## src/rtl/flght_seq_pkg.sv

```systemverilog
// Shared types and constants for the flight startup/shutdown sequencer.
package flght_seq_pkg;

    // Thrust datapath width (unsigned thrust 0..511).
    localparam int THRST_W = 9;

    // Calibration timeout counter widths: full hardware and shortened simulation.
    localparam int CAL_TMO_W     = 20;
    localparam int CAL_TMO_W_SIM = 10;

    // Sequencer states.
    typedef enum logic [2:0] {
        ST_OFF     = 3'd0,
        ST_CAL     = 3'd1,
        ST_RAMP_UP = 3'd2,
        ST_RUN     = 3'd3,
        ST_RAMP_DN = 3'd4
    } seq_state_t;

endpackage : flght_seq_pkg

```

## src/rtl/flght_seq_thrst_slew.sv

```systemverilog
// Combinational slew limiter: moves cur toward tgt by at most step.
// Arithmetic is done one bit wider than thrust so the result is naturally
// clamped to 0..511 (it never overshoots the target, which is in range).
module thrst_slew
    import flght_seq_pkg::*;
(
    input  logic [THRST_W-1:0] cur,
    input  logic [THRST_W-1:0] tgt,
    input  logic [THRST_W:0]   step,
    output logic [THRST_W-1:0] nxt,
    output logic               at_tgt
);

    logic [THRST_W:0] cur_w;
    logic [THRST_W:0] tgt_w;
    logic [THRST_W:0] diff_w;
    logic [THRST_W:0] move_w;

    // Pick the next value: land exactly on target when within one step,
    // otherwise move a full step in the target's direction.
    always_comb begin
        cur_w  = {1'b0, cur};
        tgt_w  = {1'b0, tgt};
        diff_w = '0;
        move_w = cur_w;
        nxt    = cur;
        if (tgt_w >= cur_w) begin
            diff_w = tgt_w - cur_w;
            move_w = cur_w + step;
        end else begin
            diff_w = cur_w - tgt_w;
            move_w = cur_w - step;
        end
        if (diff_w <= step) begin
            nxt = tgt;
        end else begin
            nxt = move_w[THRST_W-1:0];
        end
        at_tgt = (nxt == tgt);
    end

endmodule : thrst_slew

```

## src/rtl/flght_seq.sv

```systemverilog
// Startup/shutdown sequencer for flight control: calibration with timeout,
// slew-limited spin-up, and slew-limited controlled or emergency spin-down.
module flght_seq
    import flght_seq_pkg::*;
#(
    parameter int RAMP_STEP = 16,
    parameter bit FAST_SIM  = 1'b0
) (
    input  logic               clk,
    input  logic               rst_n,
    input  logic               strt_cal,
    input  logic               cal_done,
    input  logic               vld,
    input  logic               motors_off,
    input  logic               emer_lnd,
    input  logic [THRST_W-1:0] thrst_cmd,
    output logic               inertial_cal,
    output logic [THRST_W-1:0] thrst,
    output logic               mtrs_off,
    output logic               running,
    output logic               cal_err
);

    localparam int TMO_W  = FAST_SIM ? CAL_TMO_W_SIM : CAL_TMO_W;
    localparam int STEP_W = THRST_W + 1;
    localparam logic [STEP_W-1:0] STEP_NORM = STEP_W'(RAMP_STEP);
    localparam logic [STEP_W-1:0] STEP_EMER = STEP_W'(2 * RAMP_STEP);

    seq_state_t          state_q, state_d;
    logic [THRST_W-1:0]  thrst_q, thrst_d;
    logic [TMO_W-1:0]    timer_q, timer_d;
    logic                cal_err_q, cal_err_d;
    logic                inertial_cal_q, inertial_cal_d;
    logic                mtrs_off_q, mtrs_off_d;
    logic                running_q, running_d;

    logic                stop_req;
    logic [THRST_W-1:0]  slew_tgt;
    logic [STEP_W-1:0]   slew_step;
    logic [THRST_W-1:0]  slew_nxt;
    logic                slew_at_tgt;

    assign stop_req = motors_off | emer_lnd;

    // Ramp-down heads for zero (double step on emergency); ramp-up follows the slider.
    assign slew_tgt  = (state_q == ST_RAMP_DN) ? '0 : thrst_cmd;
    assign slew_step = (state_q == ST_RAMP_DN && emer_lnd) ? STEP_EMER : STEP_NORM;

    thrst_slew u_slew (
        .cur    (thrst_q),
        .tgt    (slew_tgt),
        .step   (slew_step),
        .nxt    (slew_nxt),
        .at_tgt (slew_at_tgt)
    );

    // State and registered-output flops; reset lands in OFF with ESCs forced off.
    always_ff @(posedge clk or negedge rst_n) begin
        if (!rst_n) begin
            state_q        <= ST_OFF;
            thrst_q        <= '0;
            timer_q        <= '0;
            cal_err_q      <= 1'b0;
            inertial_cal_q <= 1'b0;
            mtrs_off_q     <= 1'b1;
            running_q      <= 1'b0;
        end else begin
            state_q        <= state_d;
            thrst_q        <= thrst_d;
            timer_q        <= timer_d;
            cal_err_q      <= cal_err_d;
            inertial_cal_q <= inertial_cal_d;
            mtrs_off_q     <= mtrs_off_d;
            running_q      <= running_d;
        end
    end

    // Next-state, thrust, timer and sticky-error logic.
    always_comb begin
        state_d   = state_q;
        thrst_d   = thrst_q;
        timer_d   = '0;
        cal_err_d = cal_err_q;
        case (state_q)
            ST_OFF: begin
                thrst_d = '0;
                // A simultaneous shutdown request vetoes the start.
                if (strt_cal && !stop_req) begin
                    state_d   = ST_CAL;
                    cal_err_d = 1'b0;
                end
            end
            ST_CAL: begin
                thrst_d = '0;
                timer_d = timer_q + TMO_W'(1);
                if (stop_req) begin
                    state_d = ST_OFF;
                end else if (cal_done) begin
                    state_d = ST_RAMP_UP;
                end else if (&timer_q) begin
                    state_d   = ST_OFF;
                    cal_err_d = 1'b1;
                end
            end
            ST_RAMP_UP: begin
                if (stop_req) begin
                    state_d = ST_RAMP_DN;
                end else if (vld) begin
                    thrst_d = slew_nxt;
                    if (slew_at_tgt) begin
                        state_d = ST_RUN;
                    end
                end
            end
            ST_RUN: begin
                if (stop_req) begin
                    state_d = ST_RAMP_DN;
                end else begin
                    thrst_d = thrst_cmd;
                end
            end
            ST_RAMP_DN: begin
                // Once thrust is zero, drop to OFF on the following clock.
                if (thrst_q == '0) begin
                    state_d = ST_OFF;
                end else if (vld) begin
                    thrst_d = slew_nxt;
                end
            end
            default: begin
                state_d = ST_OFF;
                thrst_d = '0;
            end
        endcase
    end

    // Moore outputs decoded from the next state so they register alongside it.
    always_comb begin
        inertial_cal_d = (state_d == ST_CAL);
        mtrs_off_d     = (state_d == ST_OFF);
        running_d      = (state_d == ST_RUN);
    end

    assign inertial_cal = inertial_cal_q;
    assign thrst        = thrst_q;
    assign mtrs_off     = mtrs_off_q;
    assign running      = running_q;
    assign cal_err      = cal_err_q;

endmodule : flght_seq

```

## config.mk

```make
export PLATFORM = sky130hd
export DESIGN_NAME = flght_seq
export DESIGN_NICKNAME = d
export VERILOG_FILES = /design/src/rtl/flght_seq_pkg.sv /design/src/rtl/flght_seq_thrst_slew.sv /design/src/rtl/flght_seq.sv
export SDC_FILE = /design/constraint.sdc
export NUM_CORES = 1
export LEC_CHECK = 0
export CELL_PAD_IN_SITES_DETAIL_PLACEMENT = 2
export CELL_PAD_IN_SITES_GLOBAL_PLACEMENT = 2
export CORE_MARGIN = 2
export CORE_UTILIZATION = 36
export CTS_BUF_LIST = sky130_fd_sc_hd__clkbuf_8
export CTS_CLUSTER_SIZE = 14
export DETAILED_ROUTE_END_ITERATION = 16
export HOLD_SLACK_MARGIN = 0.03
export MAX_ROUTING_LAYER = met4
export PLACE_DENSITY_LB_ADDON = 0.1
export SLEW_MARGIN = 20
export SYNTH_ARGS = -nofsm -noshare
export SYNTH_HDL_FRONTEND = slang
export SYNTH_SLANG_ARGS = --single-unit
```

## constraint.sdc

```tcl
create_clock -name clk -period 5.6 [get_ports clk]
set_input_delay 0.84 -clock clk [delete_from_list [all_inputs] [get_ports clk]]
set_output_delay 0.84 -clock clk [all_outputs]
set_load 0.005 [all_outputs]
```

==> impl_results.md <==
- Crit-path max cell delay: 540 ps
- First-pass GRT wire length: roughly 14000 um
- Final HPWL from detailed placement: 6670 um
- Setup bufs post-CTS: 0
- WL met2: 3990 um
- Largest net degree at the start of global routing: 37
- Vias per cell: 5.45
- Primary FF master, synth: dfrtp_1
- CTS root buf: clkbuf_8
- Worst-margin pin slew: 1040 ps
- Post-synthesis mux area share: roughly 3.1%
- Placed cell count: 458
- Vias in the first global route: 2810
- M1 WL: 4410 um
- Top layer in use: met4
- Area delta synth->final: 15.7%
- Max Cap Viol: 0
- Setup crit start kind: flop
- Ratio of cells with drive above 1 in the final layout: 8.24%
- Synth cell types: 59
- Unrepaired setup endpoints after global routing: no
- Area post-placement: between 3000 and 4000 um^2
- Hold crit path type: reg -> reg
- Xor/xnor share of the synthesized area: approximately 7.9%
- Post-route worst setup slack: 533 ps
- Post-synth EDFFs: 0
- Initial Util: 37.2%
- Site Rows: 32
- Pre-CTS setup slack: 289 ps
- Final number of setup-violating endpoints: 0
- Mapped cell area: slightly below 3000 um^2
- H-tree levels: 2
- Area of the core: between 7000 and 8000 um^2
- Routed wl met3: 148 um
- Status: completed
- IO Pins: 29
- Synth Register Bits: 36
- Most frequent CP cell: ha_1
- Final Hold Vio Count: 0
- Setup tns final: 0 ps
- Via count: around 2500
- Remaining antenna violation count after routing: 0
- Worst vdd ir: 79.2 uV
- Fmax: just under 0.2 GHz
- Cells after Synth: 335
- Horiz. Die Dim: between 90 and 100 um
- Final worst path period need: 5070 ps
- Antenna Cells: 0
- WP data required: 5790 ps
- Initial DRC count: between 40 and 50
- Die area: 8750 um^2
- Worst slew margin: 30.5%
- Die Height: about 94 um
- Final GP Congestion: 0.803
- Routed wire length: 8600 um
- CTS Buf Count: 5
- Initial antenna violation count: 0
- Crit path max fanout: 10
- Clock Sinks: 36
- CTS tree: yes
- PwrDens: between 150 and 200 nW/um^2
- Avg WL per Cell: 18.4 um
- Critical path's top delay family: simple AND/OR/NAND/NOR gates
- Fin cells: approximately 470
- Clock transition at path regs: 70 ps
- Critical-path cell list: or3b_4 > nand2_1 > inv_1 > ha_1 > and2_1 > nand4_1 > o31a_4 > a31oi_4 > inv_4 > a211oi_1 > a21oi_1 > xor2_1 > ha_1 > and4_1 > nand3b_1 > nor3_1 > a41oi_2 > a21oi_4 > mux2_4 > o221ai_1
- Bufs and invs on worst path: 2
- FILL cells: 891
- GRT Total Usage: 21.6%
- Adder-Cell Fraction of Synth Area: 10.2%
- Hold buffer count at cts: 0
- Total power: 600 uW
- Crit-path slowest cell: dfrtp_1
- Yosys Warn Count: 0
- Setup Crit Path Kind: reg -> reg
- Port bufs: 28
- Worst skew pair latency: 290 ps
- Total global routing overflow: 0
- Simple-gate area share of the yosys netlist: 23.0%
- CTS max path bufs: 2
- Final instance area: around 3300 um^2
- Crit end category: flop
- Final Skew: 12.8 ps
- Nets: 402
- Leak: 0.00142 uW
- Final Slew Violations: 0
- Synthesized area per cell: between 8 and 9 um^2
- Largest family of logic cells by synthesized area: simple AND/OR/NAND/NOR gates
- Final Cycle Share: about nine tenths
- Asr flop ratio synth: 100%
- Seq/Total Area, Yosys: 31.3%
- First-pass DRT Iterations: 4
- Syn_nets: 374
- Post-synthesis compound-gate area fraction: 19.8%
- Worst EP arrival: 5260 ps
- CTS resizes: 0
- # DRC: 0
-- cell usage in the layout (no fill, tap or decap), types with 3 or more instances in the layout --
cell type / netlist / final
a21o_1: 4 / 4
ha_1: 22 / 22
xor2_1: 11 / 11
and2_1: 3 / 3
mux2i_1: 6 / 6
clkdlybuf4s50_1: 0 / 27
a31oi_1: 3 / 3
nor2_1: 32 / 32
and3_1: 3 / 3
xnor2_1: 15 / 15
nand4_1: 7 / 7
nand2b_1: 4 / 4
nand2_1: 39 / 39
inv_1: 22 / 24
nand3_1: 9 / 9
or3_1: 10 / 10
o21ai_0: 20 / 20
a21oi_1: 22 / 22
o21a_1: 4 / 4
clkbuf_8: 0 / 5
nor4_1: 3 / 3
o221ai_1: 4 / 4
a22o_1: 4 / 4
or2_2: 4 / 4
dfrtp_1: 35 / 35
nor3_1: 4 / 4
-- cell usage after synthesis (4+ instances only) --
master,n,area (um^2)
nand2b_1,4,25.0
xnor2_1,15,131
o221ai_1,4,35.0
o21a_1,4,30.0
nor2_1,32,120
or3_1,10,62.6
a22o_1,4,35.0
clkbuf_1,5,18.8
a21o_1,4,30.0
xor2_1,11,96.3
ha_1,22,275
nand4_1,7,43.8
nand3_1,9,45.0
nor3_1,4,20.0
or2_2,4,25.0
o21ai_0,20,100
dfrtp_1,35,876
mux2i_1,6,60.1
nand2_1,39,146
inv_1,22,82.6
a21oi_1,22,110
-- cells by family after synthesis --
family,Yosys count
AND/OR/NAND/NOR,132
multiplexers,8
flip-flops,36
XOR/XNOR,26
buffers and inverters,32
AO/OA/AOI/OAI,78
adder cells (fa/ha/maj),23
-- worst paths after layout --
path                       cells past startpoint        from          to  slack, ps
min                                            1  timer_q[0]  timer_q[0]        540
max reg2reg                                   20  state_q[2]    thrst[4]        530
max in group asynchronous                      1       rst_n  state_q[1]       4420
min in group asynchronous                      1       rst_n  timer_q[5]        640
min reg2reg                                    1  timer_q[0]  timer_q[0]        540
max                                           20  state_q[2]    thrst[4]        530
-- area by class of cell --
cell class	instances	area, um^2	share of cell area (%)
timing repair buffer	30	290	8.69
clock inverter	3	12.5	0.375
sequential	36	902	27.0
inverter	23	88.8	2.66
tap	102	128	3.82
multi-input combinational	267	1850	55.4
clock buffer	5	68.8	2.06
-- metrics by stage --
step                      hold slack [ps]  utilization (%)
after floorplan                       455                -
after global placement                479             41.9
after detailed placement              517             41.9
after CTS                             549             43.0
after global routing                  560             43.0
final                                 539             43.0
-- sequential cells by signal (all words and copies together) (netlist names) --
signal and flops:
cal_err 1, timer_q 20, inertial_cal 1, running 1, state_q 3, mtrs_off 1
thrst 9
-- power breakdown --
group          leakage (uW)  switching (uW)  internal [uW]  total [uW]
clock network     0.0000505            94.6           83.8         178
logic              0.000869            89.2           64.1         153
registers          0.000498            4.08            264         268
total               0.00142             188            412         600
-- metal layers --
metal,vias to the layer above,track usage (%)
li1,1236,-
met1,1268,29.7
met2,29,34.9
met3,7,2.74
met4,0,3.62
met5,-,-
Note: power is estimated with default switching activity, not from simulation.
